[src/rtl/pueo_trig_accept.sv]
// L2 trigger acceptance: stamps accepted triggers with event number and trigger time,
// buffers them in a small FIFO and feeds holdoff/dead status back to the L2 trigger.
module pueo_trig_accept #(
  parameter int unsigned FIFO_DEPTH   = 4,
  parameter int unsigned HOLDOFF_BITS = 16
) (
  input  logic                    clk_i,
  input  logic                    rst_i,
  input  logic                    ce_i,
  input  logic                    run_i,
  input  logic                    trig_i,
  input  logic [63:0]             tio0_meta_i,
  input  logic [63:0]             tio1_meta_i,
  input  logic [63:0]             tio2_meta_i,
  input  logic [63:0]             tio3_meta_i,
  input  logic [HOLDOFF_BITS-1:0] holdoff_len_i,
  output logic                    holdoff_o,
  output logic                    dead_o,
  output logic [319:0]            m_evt_tdata_o,
  output logic                    m_evt_tvalid_o,
  input  logic                    m_evt_tready_i,
  output logic [15:0]             dropped_o
);

  localparam int unsigned PtrW = $clog2(FIFO_DEPTH);
  localparam int unsigned CntW = PtrW + 1;
  localparam logic [CntW-1:0] Depth     = CntW'(FIFO_DEPTH);
  localparam logic [CntW-1:0] DeadLevel = CntW'(FIFO_DEPTH - 1);

  logic [319:0]            mem_q [FIFO_DEPTH];
  logic [PtrW-1:0]         wr_ptr_q, rd_ptr_q;
  logic [CntW-1:0]         count_q, count_d;
  logic [31:0]             trigtime_q, trigtime_d, trigtime_cur;
  logic [31:0]             evnum_q, evnum_d, evnum_cur;
  logic [HOLDOFF_BITS-1:0] hold_q, hold_d;
  logic [15:0]             dropped_q, dropped_d;
  logic                    run_q, holdoff_q, dead_q;
  logic                    run_rise, full, pop, trig_req, push;

  always_comb begin
    run_rise     = run_i & ~run_q;
    // A run rising edge restarts both counters in the edge cycle itself.
    trigtime_cur = run_rise ? 32'd0 : trigtime_q;
    evnum_cur    = run_rise ? 32'd0 : evnum_q;

    full     = (count_q == Depth);
    pop      = (count_q != '0) & m_evt_tready_i;
    trig_req = trig_i & ce_i & run_i;
    // A pop in the same cycle frees a slot, so a full FIFO can still accept.
    push     = trig_req & (~full | pop);

    count_d = count_q;
    if (push && !pop) begin
      count_d = count_q + CntW'(1);
    end else if (!push && pop) begin
      count_d = count_q - CntW'(1);
    end

    trigtime_d = trigtime_cur + 32'(ce_i);
    evnum_d    = evnum_cur + 32'(push);

    dropped_d = dropped_q;
    if (trig_req && !push && (dropped_q != 16'hFFFF)) begin
      dropped_d = dropped_q + 16'd1;
    end

    hold_d = hold_q;
    if (push) begin
      hold_d = holdoff_len_i;
    end else if (ce_i && (hold_q != '0)) begin
      hold_d = hold_q - HOLDOFF_BITS'(1);
    end
  end

  always_ff @(posedge clk_i) begin
    if (rst_i) begin
      wr_ptr_q   <= '0;
      rd_ptr_q   <= '0;
      count_q    <= '0;
      trigtime_q <= '0;
      evnum_q    <= '0;
      hold_q     <= '0;
      dropped_q  <= '0;
      run_q      <= 1'b0;
      holdoff_q  <= 1'b1;
      dead_q     <= 1'b0;
    end else begin
      if (push) begin
        wr_ptr_q <= wr_ptr_q + PtrW'(1);
      end
      if (pop) begin
        rd_ptr_q <= rd_ptr_q + PtrW'(1);
      end
      count_q    <= count_d;
      trigtime_q <= trigtime_d;
      evnum_q    <= evnum_d;
      hold_q     <= hold_d;
      dropped_q  <= dropped_d;
      run_q      <= run_i;
      holdoff_q  <= (hold_d != '0) | ~run_i;
      // One slot of headroom covers a trigger already in flight in the L2.
      dead_q     <= (count_d >= DeadLevel);
    end
  end

  always_ff @(posedge clk_i) begin
    if (push && !rst_i) begin
      mem_q[wr_ptr_q] <= {evnum_cur, trigtime_cur, tio3_meta_i, tio2_meta_i, tio1_meta_i,
                          tio0_meta_i};
    end
  end

  assign m_evt_tdata_o  = mem_q[rd_ptr_q];
  assign m_evt_tvalid_o = (count_q != '0);
  assign holdoff_o      = holdoff_q;
  assign dead_o         = dead_q;
  assign dropped_o      = dropped_q;

endmodule

[config.mk]
export PLATFORM = sky130hd
export DESIGN_NAME = pueo_trig_accept
export DESIGN_NICKNAME = d
export VERILOG_FILES = /design/src/rtl/pueo_trig_accept.sv
export SDC_FILE = /design/constraint.sdc
export NUM_CORES = 1
export LEC_CHECK = 0
export ABC_AREA = 1
export CORE_MARGIN = 5
export CORE_UTILIZATION = 26
export CTS_CLUSTER_DIAMETER = 200
export DETAILED_ROUTE_END_ITERATION = 10
export GPL_ROUTABILITY_DRIVEN = 0
export GPL_TIMING_DRIVEN = 0
export REMOVE_ABC_BUFFERS = 1
export SKIP_CTS_REPAIR_TIMING = 1
export SYNTH_ARGS = -nofsm -noshare
export SYNTH_HDL_FRONTEND = slang
export SYNTH_SLANG_ARGS = --single-unit
export TNS_END_PERCENT = 30
[constraint.sdc]
create_clock -name clk_i -period 32.4 [get_ports clk_i]
set_clock_uncertainty 0.15 [all_clocks]
set_input_delay 6.48 -clock clk_i [delete_from_list [all_inputs] [get_ports clk_i]]
set_output_delay 6.48 -clock clk_i [all_outputs]
set_load 0.05 [all_outputs]
==> run summary, run 1 <==
* TritonCTS clock tree: built
* setup repair after global routing missed its margin: false
* count of buffers inserted at the top-level ports: 616
* final-layout setup total negative slack: 0 ns
* peak supply drop: 54.8 µV
* drt drc: 0
* Crit path max-delay family: buffers and inverters
* initial core utilization: 0.261
* pin count of the biggest net entering global routing: 143
* min-delay src: evnum_q[4]$_SDFF_PP0_
* chip height: 463 µm
* Core Footprint: 0.204 mm²
* number of hold violations in the final report: 0
* Total Wirelength: 148,000 µm
* leftover overflow at the end of global routing: 0
* synthesized area per cell: 13.1 µm²
* Pwr per Cell Area: 78.7 mW/mm²
* IO Pins: 617
* synthesized area: 0.0534 mm²
* Register-to-Register Setup Slack: 27.94 ns
* CTS H-tree lvls: 4
* R2R Path End: mem_q[3][105]$_DFFE_PP_
* flops & latches, synth: 1,388
* CP required: 25.77 ns
* placed wire-length estimate after detailed placement: 95,200 µm
* area occupied by multi-input gates: 0.0113 mm²
* Std-Cell Rows: 166
* Max Slew Vio Count: 0
* share of the synthesized area in the top cell type: 0.720
* Fmax: 89.0 MHz
* Synth Warn #: 0
* average detailed-routed wire length per instance: 19.6 µm
* antenna violations before repair: 24
* Tcrit/Tclk final: 0.347
* critical path buffer and inverter count: 5
* Via density: 4.58
* cell type with the highest occurrence count on the critical path: sky130_fd_sc_hd__buf_16
* Root Buffer Master: sky130_fd_sc_hd__clkbuf_16
* Final #Nets: 4,994
* static power due to leakage: 22.4 nW
* clock sink total: 1,388
* top area cells in the synthesized netlist: sky130_fd_sc_hd__edfxtp_1 72%, sky130_fd_sc_hd__o21ai_0 6.4%, sky130_fd_sc_hd__nor2_1 5.5%, sky130_fd_sc_hd__dfxtp_1 4.1%, sky130_fd_sc_hd__o22ai_1 3.8%
* capture endpoint of the worst hold path: evnum_q[4]$_SDFF_PP0_
* sort of element at the start of the critical path: register
* classification of the worst setup path: reg2out
* slew at the pin closest to its max-slew limit: 1.02 ns
* EDFF count, synth: 1,280
* CP arrival: 4.60 ns
* placed cell areas: 0.0640 mm²
* total global routing track utilization: 0.133
* Slowest Stage Delay on Critical Path: 0.97 ns
* filler cell count in the final layout: 19,900
* Syn Inst Count: 4,074
* leading cell types in the layout, fill and taps excluded: 1,280 x sky130_fd_sc_hd__edfxtp_1, 784 x sky130_fd_sc_hd__nor2_1, 683 x sky130_fd_sc_hd__o21ai_0
* max-cap viol count: 0
* Rel. slew slack: 0.318
* count of cells along the worst register-to-register path: 15
* Hold Path Cell Cnt: 1
* largest buffer count on any clock path: 3
* Final Critical Period: 11.23 ns
* leading register cell type out of synthesis: sky130_fd_sc_hd__edfxtp_1
* result of the run: complete, no violations
* full die area: 0.214 mm²
* Area growth, synth to finish: 29.6%
* launching point of the worst reg2reg path: count_q[0]$_SDFF_PP0_
* Clock Pin Slew Worst Setup and Hold Paths: 0.06 ns
* overall die width: 463 µm
* area of all placed cells without fillers: 0.0691 mm²
* largest area contributor in the netlist: sky130_fd_sc_hd__edfxtp_1
* most common cell after layout, fill and taps aside: sky130_fd_sc_hd__edfxtp_1
* endpoint class of the critical path: primary output
* library cell contributing the largest single delay on the critical path: sky130_fd_sc_hd__clkdlybuf4s50_1
* total via count after detailed routing: 34,500
* largest fanout on the critical path: 130
* total CTS buffers: 155
* Unique masters post-synth: 47
* area of all sequential standard cells: 0.0406 mm²
* fraction of registers with async set or reset after synthesis: 0
* series of cell instances along the critical path: buf_16 > inv_8 > buf_16 > buf_16 > o21ai_0 > o22ai_1 > clkdlybuf4s50_1
* number of detailed-routing iterations run before antenna repair: 6
* vias in the first global route: 33,400
* clock latency of the later-clocked register in the worst-skew pair: 0.81 ns
* proportion of layout cells with a drive suffix above 1: 0.0860
* first-pass GRT wire length: 219,000 µm
* Routed Antenna Nets: 0
* class of the tightest hold or removal check: reg2reg
* final setup fails: 0
* sequential-to-total area share from yosys stat: 0.761
* number of DRC violations after detailed-routing iteration 0: 2,289
sequential cells by signal, indices dropped and copies added (netlist names), named ones only:
signal	count
mem_q	1280
evnum_q	32
trigtime_q	32
dropped_o	16
hold_q	16
count_q	3
rd_ptr_q	2
wr_ptr_q	2
dead_o	1
holdoff_o	1
run_q	1
worst max path at each step:
stage | from | end | slack [ns] | depth (start not counted)
2_1_floorplan | register | m_evt_tdata_o[0] | 1.06 | 3
3_3_place_gp | register | m_evt_tdata_o[84] | -40.95 | 4
3_5_place_dp | ce_i | mem_q[3][54]$_DFFE_PP_ | 21.30 | 13
4_1_cts | register | m_evt_tdata_o[83] | 20.74 | 7
5_1_grt | register | m_evt_tdata_o[83] | 20.86 | 7
6_report | register | m_evt_tdata_o[41] | 21.17 | 7
power by group:
group          leakage (nW)  internal, mW  switching, mW
Sequential             12.4          1.98         0.0180
Combinational          7.63         0.494           1.21
Clock                  2.44          1.01          0.727
Total                  22.4          3.48           1.96
synthesized netlist by cell type (4+ instances only):
cell type / number
sky130_fd_sc_hd__a21oi_1: 63
sky130_fd_sc_hd__buf_2: 6
sky130_fd_sc_hd__clkbuf_1: 219
sky130_fd_sc_hd__dfxtp_1: 108
sky130_fd_sc_hd__edfxtp_1: 1280
sky130_fd_sc_hd__ha_1: 14
sky130_fd_sc_hd__inv_1: 135
sky130_fd_sc_hd__inv_2: 13
sky130_fd_sc_hd__nand2_1: 206
sky130_fd_sc_hd__nand2_2: 21
sky130_fd_sc_hd__nand3_1: 50
sky130_fd_sc_hd__nand3b_1: 4
sky130_fd_sc_hd__nand4_1: 18
sky130_fd_sc_hd__nor2_1: 788
sky130_fd_sc_hd__nor2_2: 22
sky130_fd_sc_hd__nor2_4: 16
sky130_fd_sc_hd__nor3_1: 18
sky130_fd_sc_hd__nor3_2: 10
sky130_fd_sc_hd__o21a_1: 6
sky130_fd_sc_hd__o21ai_0: 683
sky130_fd_sc_hd__o21ai_1: 5
sky130_fd_sc_hd__o22ai_1: 320
sky130_fd_sc_hd__or2_0: 5
sky130_fd_sc_hd__or2_2: 9
sky130_fd_sc_hd__xnor2_1: 5
sky130_fd_sc_hd__xor2_1: 14
metrics by stage:
stage / instances / hold WS (ns) / setup WS, ns / utilization / total power, mW
after floorplan: 3840 / 0.280 / 1.06 / - / 3.14
after global placement: 7144 / 0.290 / -40.95 / 0.303 / 3.85
after detailed placement: 7233 / 0.295 / 21.30 / 0.313 / 3.76
after CTS: 7514 / 0.304 / 20.74 / 0.338 / 5.52
after global routing: 7523 / 0.329 / 20.86 / 0.338 / 5.68
final: 7534 / 0.300 / 21.17 / 0.338 / 5.44
metal layers:
metal,global-route usage,vias to the layer above,wire (µm)
li1,-,16200,-
met1,0.175,17100,66000
met2,0.206,893,67100
met3,0.0428,217,10500
met4,0.0457,16,4280
met5,0,-,110
cell type report:
class / instances / area share
flip-flops and latches: 1388 / 0.587
repair buffers: 705 / 0.119
inverters: 150 / 0.00840
well taps: 2688 / 0.0486
multi-input cells: 2302 / 0.163
clock inverters: 85 / 0.0141
diodes: 20 / 0.000724
clock buffers: 196 / 0.0589
cells by family after synthesis:
| group | count (synthesis) | synth area share |
|---|---|---|
| fa+ha+maj | 14 | 0.00328 |
| buf+inv | 384 | 0.0284 |
| mux | 2 | 0.000375 |
| compound gates | 1082 | 0.110 |
| simple gates | 1185 | 0.0946 |
| flops | 1388 | 0.761 |
| xor+xnor | 19 | 0.00312 |
worst register-to-register path: stages (launching register included):
cell                      delay [ns]
sky130_fd_sc_hd__dfxtp_1        0.37
sky130_fd_sc_hd__inv_1          0.08
sky130_fd_sc_hd__ha_1           0.21
sky130_fd_sc_hd__nand2_1        0.10
sky130_fd_sc_hd__nand2_1        0.08
sky130_fd_sc_hd__nand3_1        0.10
sky130_fd_sc_hd__nand2_1        0.59
sky130_fd_sc_hd__inv_1          0.47
sky130_fd_sc_hd__nand2_1        0.30
sky130_fd_sc_hd__nor2_4         0.32
sky130_fd_sc_hd__buf_12         0.24
sky130_fd_sc_hd__buf_12         0.23
sky130_fd_sc_hd__buf_12         0.25
sky130_fd_sc_hd__buf_16         0.20
sky130_fd_sc_hd__buf_12         0.21
sky130_fd_sc_hd__buf_12         0.23
No activity file was read; power rests on OpenSTA's default activity.
==> run 2, diff against run 1 <==
==> constraint.sdc (replaced) <==
create_clock -name clk_i -period 11.7 [get_ports clk_i]
set_clock_uncertainty 0.15 [all_clocks]
set_input_delay 2.34 -clock clk_i [delete_from_list [all_inputs] [get_ports clk_i]]
set_output_delay 2.34 -clock clk_i [all_outputs]
set_load 0.05 [all_outputs]
==> results of run 2 <==
The final DEF is identical to that of run 1. Status: complete, no violations.
Main changes from that run: setup slack after placement 21.30 ns -> 4.74 ns; setup slack after layout 21.17 ns -> 4.61 ns; register-to-register setup slack 27.94 ns -> 7.24 ns; total power 5.44 mW -> 15.1 mW; worst IR drop on VDD 54.8 µV -> 152 µV
